`config.mk`:
```
export PLATFORM = sky130hd
export DESIGN_NAME = mp_add_seq
export DESIGN_NICKNAME = d
export VERILOG_FILES = /design/src/rtl/mp_add_seq_pkg.sv /design/src/rtl/cla_8bit.sv /design/src/rtl/mp_add_seq.sv
export SDC_FILE = /design/constraint.sdc
export NUM_CORES = 1
export LEC_CHECK = 0
export ABC_AREA = 1
export CAP_MARGIN = 5
export CORE_MARGIN = 2
export CORE_UTILIZATION = 46
export DETAILED_ROUTE_END_ITERATION = 7
export PLACE_DENSITY = 0.85
export SLEW_MARGIN = 5
export SYNTH_ARGS = -nofsm -noshare
export SYNTH_HDL_FRONTEND = slang
export SYNTH_SLANG_ARGS = --single-unit
```
`constraint.sdc`:
```
create_clock -name clk -period 4.81 [get_ports clk]
set_input_delay 0.481 -clock clk [delete_from_list [all_inputs] [get_ports clk]]
set_output_delay 0.481 -clock clk [all_outputs]
set_load 0.02 [all_outputs]
```
`src/rtl/mp_add_seq_pkg.sv`:
```
// Shared types and constants for the byte-serial multi-precision adder.
package mp_add_seq_pkg;

  localparam int unsigned BYTE_W = 8;

  typedef enum logic [1:0] {
    IDLE = 2'd0,
    RUN  = 2'd1,
    DONE = 2'd2
  } state_t;

endpackage

```
`src/rtl/cla_8bit.sv`:
```
// 8-bit carry-lookahead adder built from two 4-bit lookahead groups.
module cla_8bit (
  input  logic [7:0] a,
  input  logic [7:0] b,
  input  logic       cin,
  output logic [7:0] s,
  output logic       cout
);

  logic [7:0] g;
  logic [7:0] p;
  logic [3:0] lo_c;
  logic [3:0] hi_c;

  // Returns carries out of bits 0..3 of a 4-bit group.
  function automatic logic [3:0] cla4(input logic [3:0] gg, input logic [3:0] pp, input logic c0);
    logic [3:0] c;
    c[0] = gg[0] | (pp[0] & c0);
    c[1] = gg[1] | (pp[1] & gg[0]) | (pp[1] & pp[0] & c0);
    c[2] = gg[2] | (pp[2] & gg[1]) | (pp[2] & pp[1] & gg[0]) | (pp[2] & pp[1] & pp[0] & c0);
    c[3] = gg[3] | (pp[3] & gg[2]) | (pp[3] & pp[2] & gg[1]) | (pp[3] & pp[2] & pp[1] & gg[0])
         | (pp[3] & pp[2] & pp[1] & pp[0] & c0);
    return c;
  endfunction

  assign g    = a & b;
  assign p    = a ^ b;
  assign lo_c = cla4(g[3:0], p[3:0], cin);
  assign hi_c = cla4(g[7:4], p[7:4], lo_c[3]);
  assign s    = p ^ {hi_c[2:0], lo_c, cin};
  assign cout = hi_c[3];

endmodule

```
`src/rtl/mp_add_seq.sv`:
```
// Byte-serial multi-precision adder: one byte per cycle through a shared cla_8bit slice.
// Optional subtract mode (sub port, operand inversion) enabled by defining SEQ_ADD_SUB_EN.
module mp_add_seq
  import mp_add_seq_pkg::*;
#(
  parameter int unsigned NBYTES = 4
) (
  input  logic                     clk,
  input  logic                     rst_n,
  input  logic                     in_valid,
  output logic                     in_ready,
  input  logic [BYTE_W*NBYTES-1:0] a,
  input  logic [BYTE_W*NBYTES-1:0] b,
  input  logic                     cin,
`ifdef SEQ_ADD_SUB_EN
  input  logic                     sub,
`endif
  output logic                     out_valid,
  input  logic                     out_ready,
  output logic [BYTE_W*NBYTES-1:0] sum,
  output logic                     cout,
  output logic                     ovf,
  output logic                     zero
);

  localparam int unsigned IDX_W = $clog2(NBYTES);
  localparam int unsigned LAST  = NBYTES - 1;

  state_t state_q;
  state_t state_d;

  logic [NBYTES-1:0][BYTE_W-1:0] a_q;
  logic [NBYTES-1:0][BYTE_W-1:0] b_q;
  logic [NBYTES-1:0][BYTE_W-1:0] sum_q;
  logic [NBYTES-1:0][BYTE_W-1:0] sum_full;
  logic [BYTE_W*NBYTES-1:0]      b_in;
  logic                          cin_in;
  logic                          cin_q;
  logic                          carry_q;
  logic [IDX_W-1:0]              idx_q;
  logic                          last;
  logic [BYTE_W-1:0]             slice_s;
  logic                          slice_c;
  logic                          slice_cin;

  // Operand conditioning: subtract is a + ~b + ~cin.
`ifdef SEQ_ADD_SUB_EN
  assign b_in   = sub ? ~b : b;
  assign cin_in = sub ? ~cin : cin;
`else
  assign b_in   = b;
  assign cin_in = cin;
`endif

  assign last      = (idx_q == IDX_W'(LAST));
  assign slice_cin = (idx_q == '0) ? cin_q : carry_q;

  cla_8bit u_slice (
    .a    (a_q[idx_q]),
    .b    (b_q[idx_q]),
    .cin  (slice_cin),
    .s    (slice_s),
    .cout (slice_c)
  );

  always_comb begin
    sum_full        = sum_q;
    sum_full[idx_q] = slice_s;
  end

  always_ff @(posedge clk) begin
    if (!rst_n) state_q <= IDLE;
    else        state_q <= state_d;
  end

  always_comb begin
    state_d = state_q;
    case (state_q)
      IDLE:    if (in_valid && in_ready) state_d = RUN;
      RUN:     if (last) state_d = DONE;
      DONE:    if (out_ready) state_d = IDLE;
      default: state_d = IDLE;
    endcase
  end

  // Datapath and registered handshake outputs.
  always_ff @(posedge clk) begin
    if (!rst_n) begin
      in_ready  <= 1'b1;
      out_valid <= 1'b0;
      a_q       <= '0;
      b_q       <= '0;
      cin_q     <= 1'b0;
      carry_q   <= 1'b0;
      idx_q     <= '0;
      sum_q     <= '0;
      cout      <= 1'b0;
      ovf       <= 1'b0;
      zero      <= 1'b0;
    end else begin
      in_ready  <= (state_d == IDLE);
      out_valid <= (state_d == DONE);
      case (state_q)
        IDLE: begin
          if (in_valid && in_ready) begin
            a_q   <= a;
            b_q   <= b_in;
            cin_q <= cin_in;
            idx_q <= '0;
          end
        end
        RUN: begin
          sum_q[idx_q] <= slice_s;
          carry_q      <= slice_c;
          if (!last) begin
            idx_q <= idx_q + IDX_W'(1);
          end else begin
            cout <= slice_c;
            ovf  <= (a_q[LAST][BYTE_W-1] == b_q[LAST][BYTE_W-1]) &&
                    (slice_s[BYTE_W-1] != a_q[LAST][BYTE_W-1]);
            zero <= ~|sum_full;
          end
        end
        default: ;
      endcase
    end
  end

  assign sum = sum_q;

endmodule

```
After elaboration in Yosys (flattened, before gate mapping). Cells that the tools add are included.

Add/sub/neg operators: 1. Order comparisons: 2. Eq/ne operators: 8. Multiplexer cells: 15. Bitwise operators: 55. Reduce and logical (&&, ||, !) cells: 12.

Operators by type and width (count): 1-bit AND (32); 8-bit binary-select mux with 2-bit select (2); 32-bit bitwise mux (1); 32-bit OR reduction (1); 8-bit two-way mux (3); 1-bit OR (20); 8-bit demux with 2-bit select (1); 8-bit XOR (2); 2-bit two-way mux (5); 8-bit AND (1); 2-bit == test, second input constant (3); 2-bit logical NOT (3); 2-bit one-hot mux with 3 select lines (1); 2-bit != test, second input constant (2); 2-bit one-hot mux with 2 select lines (1); 2-bit AND reduction (2); 1-bit logical AND (3); 2-bit by 3-bit < comparator with 1-bit output, second input constant (1); 3-bit AND reduction (1); 2-bit by 1-bit adder with 2-bit output, second input constant (1); 2-bit by 1-bit == test with 1-bit output, second input constant (1); 2-bit by 1-bit greater-or-equal comparator with 1-bit output, second input constant (1); 2-bit nonzero test (1); 1-bit == test (1); 3 further kinds (3).

Bits in registers: 107. Input bits: 69. Output and inout port bits: 37. Logic and storage cells: 114.

Depth between registers and ports, before layout. Gate-level depths: netlist of the first run.

Depth after elaboration: 14. Depth in mapped cells: 24. Gate-level depth less buffers: 22.

Hierarchy. Synthesis of the first run repeated with hierarchy kept, for this count alone.

Cells, all modules: 733. Area total of the unflattened synthesis: 5101.1 µm².

Modules (own cells, without submodules): mp_add_seq (instances 1, cells each 680, area each 4753.3 µm², sequential area each 2142.1 µm²); cla_8bit (instances 1, cells each 53, area each 347.8 µm², sequential area each 0.0 µm²).

Worst setup path after synthesis of the first run. Ideal clock, no wire load.

Path type: reg-to-reg. Start: reg idx_q[0]. End: reg zero. Library setup time: 66 ps. Data arrival time: 3220 ps. Required time: 4744 ps. Path slack: 1524 ps. Stages on the path, launching flop included: 21. Buffers on the path: 2. Period minus slack after synthesis: 3286 ps. Cells stage by stage: dfxtp_1 > clkbuf_1 > inv_1 > buf_1 > nor2_1 > o22ai_1 > ha_1 > nand2_1 > nand3_1 > a21boi_0 > fa_1 > o21bai_1 > nor2_1 > nand3_1 > nor2_1 > nand3_1 > nor2_2 > nand3_2 > nor2_2 > nand3_2 > a21oi_2.

Longest elaborated chain between the ends: 14. Elaborated cells between the ends (all ways): 60. Those cells by class: order compare: 2; eq/ne: 1; mux: 8; bitwise: 44; reduce/logical: 5.

Ends and longest elaborated chain: start, declared (line mp_add_seq.sv:40) `logic [IDX_W-1:0] idx_q;`; start signal, assigned (line mp_add_seq.sv:116) `idx_q <= idx_q + IDX_W'(1);`; 8-bit binary-select mux with 2-bit select, on equally long branches (line mp_add_seq.sv:59, mp_add_seq.sv:60); 8-bit two-way mux, on equally long branches (line mp_add_seq.sv:59, mp_add_seq.sv:60); 8-bit XOR / 8-bit AND (equally long branches) (line cla_8bit.sv:27, cla_8bit.sv:26); 1-bit AND, on equally long branches (line cla_8bit.sv:21, cla_8bit.sv:22); 1-bit OR (tied with other cells) (2 in a row) (line cla_8bit.sv:21) `c[3] = gg[3] | (pp[3] & gg[2]) | (pp[3] & pp[2] & gg[1]) | (pp[3] & pp[2] & pp[1] & gg[0])`; 1-bit OR / 1-bit AND (equally long branches) (line cla_8bit.sv:21, cla_8bit.sv:22); 1-bit OR (line cla_8bit.sv:22) `| (pp[3] & pp[2] & pp[1] & pp[0] & c0);`; 1-bit AND, on equally long branches (line cla_8bit.sv:18, cla_8bit.sv:19, cla_8bit.sv:20); 1-bit OR, on equally long branches (line cla_8bit.sv:18, cla_8bit.sv:19, cla_8bit.sv:20); 8-bit XOR (line cla_8bit.sv:30) `assign s = p ^ {hi_c[2:0], lo_c, cin};`; 32-bit bitwise mux (line mp_add_seq.sv:68) `sum_full[idx_q] = slice_s;`; 32-bit OR reduction (line mp_add_seq.sv:121) `zero <= ~|sum_full;`; 1-bit logical NOT (line mp_add_seq.sv:121); end signal, assigned (line mp_add_seq.sv:121); end, declared (line mp_add_seq.sv:23) `output logic zero`.

Several ways; a longest one is shown, not always the timed one. The select of a mux whose other input is x is not followed. A chain may end at the register's enable or synchronous reset.

Worst setup path in the final report of the first run. Same ends and word-level chain as after synthesis.

==> flow_metrics.tcl, run 1 <==
set metrics [dict create \
    die_w_microns 110 \
    p_leak_nw 2.81 \
    dieArea_sq_mm 0.0121 \
    whs_ns 0.473 \
    antenna_found_initial 0 \
    worstPathRequired_ns 5.13 \
    rsz0062_at_grt "false" \
    post-route-period-util 0.744 \
    run_status "completed" \
    fmax_ghz 0.280 \
    io_pins 106 \
    cts.sinks 107 \
    wire_per_inst_microns 12.8 \
    maxSlewViolCount 0 \
    final_nets 901 \
    grt_overflow_total 0 \
    drt-initial-drc-count 312 \
    vias 4887 \
    relSlewSlack 0.321 \
    drive_gt1_frac 0.0778 \
    place_ws_ns 1.31 \
    post_cts_buffers 0 \
    hold_violations 0 \
    diodes 0 \
    grt_max_degree 90 \
    path_clk_slew_ns 0.12 \
    grt_pass1_vias 4387 \
    viasPerCell 5.07 \
    numCtsBuffers 9 \
    yosys.area.top_type_share 0.414 \
    finalSetupViolCount 0 \
    crit_fanout 22 \
    multi_input_area_sq_mm 0.00257 \
    synth_area_per_cell_sq_um 6.99 \
    ir_drop_v 0.000170 \
    crit_family "simple AND/OR/NAND/NOR gates" \
    skew_ns 0.0211 \
    cts_buffer_depth 2 \
    hp-class "reg -> reg" \
    cp_slowest_cell "fa_1" \
    utilization 0.593 \
    worstSetupPathType "reg -> reg" \
    yosysWarningCount 0 \
    cp-start-kind "flop" \
    yosysSeqAreaShare 0.414 \
    crit_chain "inv_1 -> buf_4 -> ha_1 -> nand2_1 -> nand2_2 -> nand2_4 -> a21boi_0 -> fa_1 -> o21bai_1 -> nor2_1 -> nand3_1 -> nor2_1 -> nand3_1 -> nor2_2 -> nand3_2 -> nor2_2 -> nand3_2 -> a21oi_2" \
    port_buffers 105 \
    cts_tree "built" \
    endpoint_kind "flop" \
    start_util 0.475 \
    finalWorstSetupSlack_ns 1.23 \
    rows 38 \
    yosysTopAreaCell "dfxtp_1" \
    cts_resized 0 \
    min_from "sum[24]" \
    fin_crit_ns 3.58 \
    htree_levels 3 \
    ctsHoldBuffers 0 \
    die_y_microns 110 \
    layout.area.seq_sq_mm 0.00214 \
    synth_cell_types 38 \
    final_common_cell "nor2_1" \
    drv_cap 0 \
    whs_path_depth 2 \
    clk_latency_ns 0.40 \
    worstMarginPinSlew_ns 1.02 \
    final_cell_mix "nor2_1, o21ai_0, dfxtp_1" \
    core_sq_mm 0.0109 \
    synth_nets 823 \
    fill_cells 1001 \
    wl_mm 12.4 \
    fin_tns_setup_ns 0 \
    syn2layout_area_growth_pct 24.8 \
    r2r_cells 18 \
    synth_cells 740 \
    gp_congestion 0.927 \
    power.density_mw_per_mm2 357 \
    min_to "sum[24]" \
    cpPeakStageDelay_ns 0.53 \
    ant_nets 0 \
    ys_ff_latch 107 \
    syn-cell-area_sq_mm 0.00518 \
    track_usage 0.215 \
    drt_drc_violations_left 0 \
    crit_buf_inv 2 \
    dp_hpwl_mm 9.05 \
    grt_pass1_wl_mm 20.5 \
    r2r-start "idx_q[0]" \
    clockRootBuffer "clkbuf_8" \
    regToRegEndpoint "zero" \
    cp.arrival_ns 3.90 \
    rrSetupSlack_ns 1.23 \
    first_pass_iters 5 \
    synth.area.top_cells "dfxtp_1, nor2_1, o21ai_0, nand2_1, inv_1" \
]
Yosys cell counts, drive strengths merged:
cell    count
o31ai       1
ha         12
a21boi      1
inv        67
o22ai      14
buf        14
o21bai      1
o211a       1
o211ai     13
clkinv      2
a31oi       2
a211oi      3
a21o        2
fa          2
dfxtp     107
a32oi       2
nand3b      1
nand4       2
clkbuf     30
nand2      95
nor2      191
nand3      23
a21oi      20
or2        11
o21ai     123
cell type report:
cell class,instances,share of cell area
inverters,69,0.0401
clock buffers,9,0.0192
repair buffers,111,0.169
well taps,140,0.0271
clock inverters,7,0.0153
multi-input cells,520,0.398
flip-flops and latches,107,0.332
how the worst max path moves through the flow:
stage | startpoint | to | slack [ns] | cells past startpoint
after floorplan | idx_q[0] | zero | 1.52 | 20
after global placement | idx_q[1] | zero | 1.42 | 18
after detailed placement | idx_q[1] | zero | 1.31 | 18
after CTS | idx_q[1] | zero | 1.27 | 18
after global routing | idx_q[0] | zero | 0.87 | 23
final | idx_q[0] | zero | 1.23 | 18
power breakdown:
part / internal, mW / total [mW] / switching [mW]
sequential: 0.970 / 1.03 / 0.0562
clock: 0.219 / 0.585 / 0.366
combinational: 0.275 / 0.693 / 0.418
total: 1.46 / 2.31 / 0.841
sequential cells by signal, summed over array words and instances (netlist names):
signal	count
a_q	32
b_q	32
sum	32
idx_q	2
state_q	2
carry_q	1
cin_q	1
cout	1
in_ready	1
out_valid	1
ovf	1
zero	1
tightest hold or removal path, cell delays in order (launching register included):
cell and delay [ns]:
dfxtp_1 0.33, inv_1 0.05, a21oi_1 0.06
layer usage:
metal	track usage	routed length (microns)	up-vias
li1	-	-	2559
met1	0.283	5780	2172
met2	0.363	5780	139
met3	0.0300	601	17
met4	0.0678	189	0
met5	0	0	-
cells by family after synthesis:
kind of cell	after synthesis	share of synthesized area
adders and majority gates	14	0.0367
DFF	107	0.414
and+or+nand+nor	323	0.263
buffers and inverters	113	0.0904
AOI/OAI and AO/OA	183	0.196
metrics by stage:
step / total power, mW / instance area (sq um) / instances
3_5_place_dp: 1.74 / 6240 / 947
5_1_grt: 2.45 / 6460 / 963
4_1_cts: 2.31 / 6460 / 963
2_1_floorplan: 1.51 / 5180 / 740
3_3_place_gp: 1.72 / 6240 / 947
6_report: 2.31 / 6460 / 963
Note: power is estimated with default switching activity, not from simulation.
==> inputs of run 2 (changes only) <==
clock period = 3.4 ns   (was 4.81 ns; I/O delays follow)
==> run 2 against run 1 <==
  * Clock power up 33%
  * Combinational power is 46% higher
  * First-iteration DRC count fell by 0.96%
  * Largest power group unchanged
==> flow_metrics.tcl, run 2 (synthesis gave the netlist of run 1 again) <==
set metrics [dict create \
    ir_drop_v 0.000214 \
    gp_congestion 0.900 \
    total_power_mw 3.24 \
    first_pass_iters 5 \
    post_cts_buffers 0 \
    hold_violations 0 \
    grt_max_degree 67 \
    track_usage 0.218 \
    crit_fanout 34 \
    antenna_found_initial 0 \
    min_from "sum[24]" \
    die_y_microns 110 \
    clockRootBuffer "clkbuf_8" \
    comb_power_share 0.311 \
    start_util 0.475 \
    min_to "sum[24]" \
    die_w_microns 110 \
    maxSlewViolCount 0 \
    wire_per_inst_microns 13.0 \
    p_switching_mw 1.16 \
    fmax_ghz 0.308 \
    drv_cap 0 \
    dieArea_sq_mm 0.0121 \
    drive_gt1_frac 0.0906 \
    syn2layout_area_growth_pct 26.0 \
    grt_pass1_vias 4488 \
    r2r-start "idx_q[0]" \
    r2r_cells 19 \
    p_clk_frac 0.241 \
    numCtsBuffers 9 \
    final_nets 906 \
    vias 4903 \
    cp.arrival_ns 3.56 \
    final_common_cell "nor2_1" \
    rows 38 \
    cts_buffer_depth 2 \
    cp-start-kind "flop" \
    whs_path_depth 2 \
    drt_drc_violations_left 0 \
    worstPathRequired_ns 3.72 \
    wl_mm 12.6 \
    regToRegEndpoint "zero" \
    dp_hpwl_mm 9.27 \
    hp-class "reg -> reg" \
    cts_tree "built" \
    grt_overflow_total 0 \
    relSlewSlack 0.307 \
    whs_ns 0.465 \
    rsz0062_at_grt "false" \
    path_clk_slew_ns 0.11 \
    port_buffers 105 \
    clk_latency_ns 0.39 \
    drt-initial-drc-count 309 \
    endpoint_kind "flop" \
    sw_frac_of_total 0.359 \
    ant_nets 0 \
    worstMarginPinSlew_ns 1.04 \
    io_pins 106 \
    grt_pass1_wl_mm 20.8 \
    p_seq_frac 0.449 \
    run_status "completed" \
    finalSetupViolCount 0 \
    core_sq_mm 0.0109 \
    fin_crit_ns 3.25 \
    htree_levels 3 \
    power.density_mw_per_mm2 497 \
    viasPerCell 5.07 \
    post-route-period-util 0.955 \
    worstSetupPathType "reg -> reg" \
    cell_internal_pwr_mw 2.08 \
    final_cell_mix "nor2_1, o21ai_0, dfxtp_1" \
    p_leak_nw 2.83 \
    skew_ns 0.0222 \
    cts_resized 0 \
    cts.sinks 107 \
    diodes 0 \
    fin_tns_setup_ns 0 \
    rrSetupSlack_ns 0.15 \
    ctsHoldBuffers 0 \
]
## run 2: layer usage
metal  routed length [microns]  GRT usage  vias to the layer above
met2                      5980      0.368                      157
met3                       683     0.0306                       16
met5                         0          0                        -
li1                          -          -                     2556
met4                       197     0.0741                        0
met1                      5750      0.287                     2174
## run 2: power by group through the flow
stage	combinational, mW	clock [mW]	sequential [mW]
floorplan	0.645	0	1.49
global placement	0.973	0	1.48
CTS	0.999	0.789	1.45
detailed placement	0.994	0	1.48
global route	1.13	0.828	1.47
finish	1.01	0.780	1.45
## run 2: final cells by class
type | count | area, sq um
Fill cell | 952 | 4370
Inverter | 69 | 263
Tap cell | 140 | 175
Multi-Input combinational cell | 520 | 2580
Clock inverter | 7 | 80.1
Sequential cell | 107 | 2150
Timing Repair Buffer | 115 | 1150
Timing Repair inverter | 1 | 7.51
Clock buffer | 9 | 124
## run 2: how the worst max path moves through the flow
stage / startpoint / endpoint / slack, ns / cells past startpoint
floorplan: idx_q[0] / zero / 0.11 / 20
global placement: idx_q[1] / zero / 0.16 / 19
detailed placement: idx_q[1] / zero / 0.06 / 18
CTS: idx_q[1] / zero / 0.03 / 19
global route: idx_q[0] / zero / 0.005 / 19
finish: idx_q[0] / zero / 0.15 / 19
## run 2: critical path: stages (launching register included)
cell and delay [ns]:
dfxtp_2 0.36, inv_1 0.07, buf_12 0.16, o21ai_0 0.20, o22ai_1 0.12, ha_1 0.34, nand2_1 0.06, nand3_1 0.10
a21boi_1 0.23, fa_2 0.51, o21bai_1 0.19, nor2_1 0.11, nand3_1 0.08, nor2_1 0.10, nand3_1 0.08, nor2_2 0.11
nand3_2 0.07, nor2_2 0.09, nand3_2 0.07, a21oi_2 0.11
## run 2: stage by stage
stage	worst slack [ns]	instance area, sq um	utilization	instances
after CTS	0.0273	6490	0.597	967
after floorplan	0.114	5180	-	740
final	0.152	6520	0.599	968
after global routing	0.00537	6520	0.599	968
after detailed placement	0.0622	6290	0.578	951
after global placement	0.161	6290	0.578	951
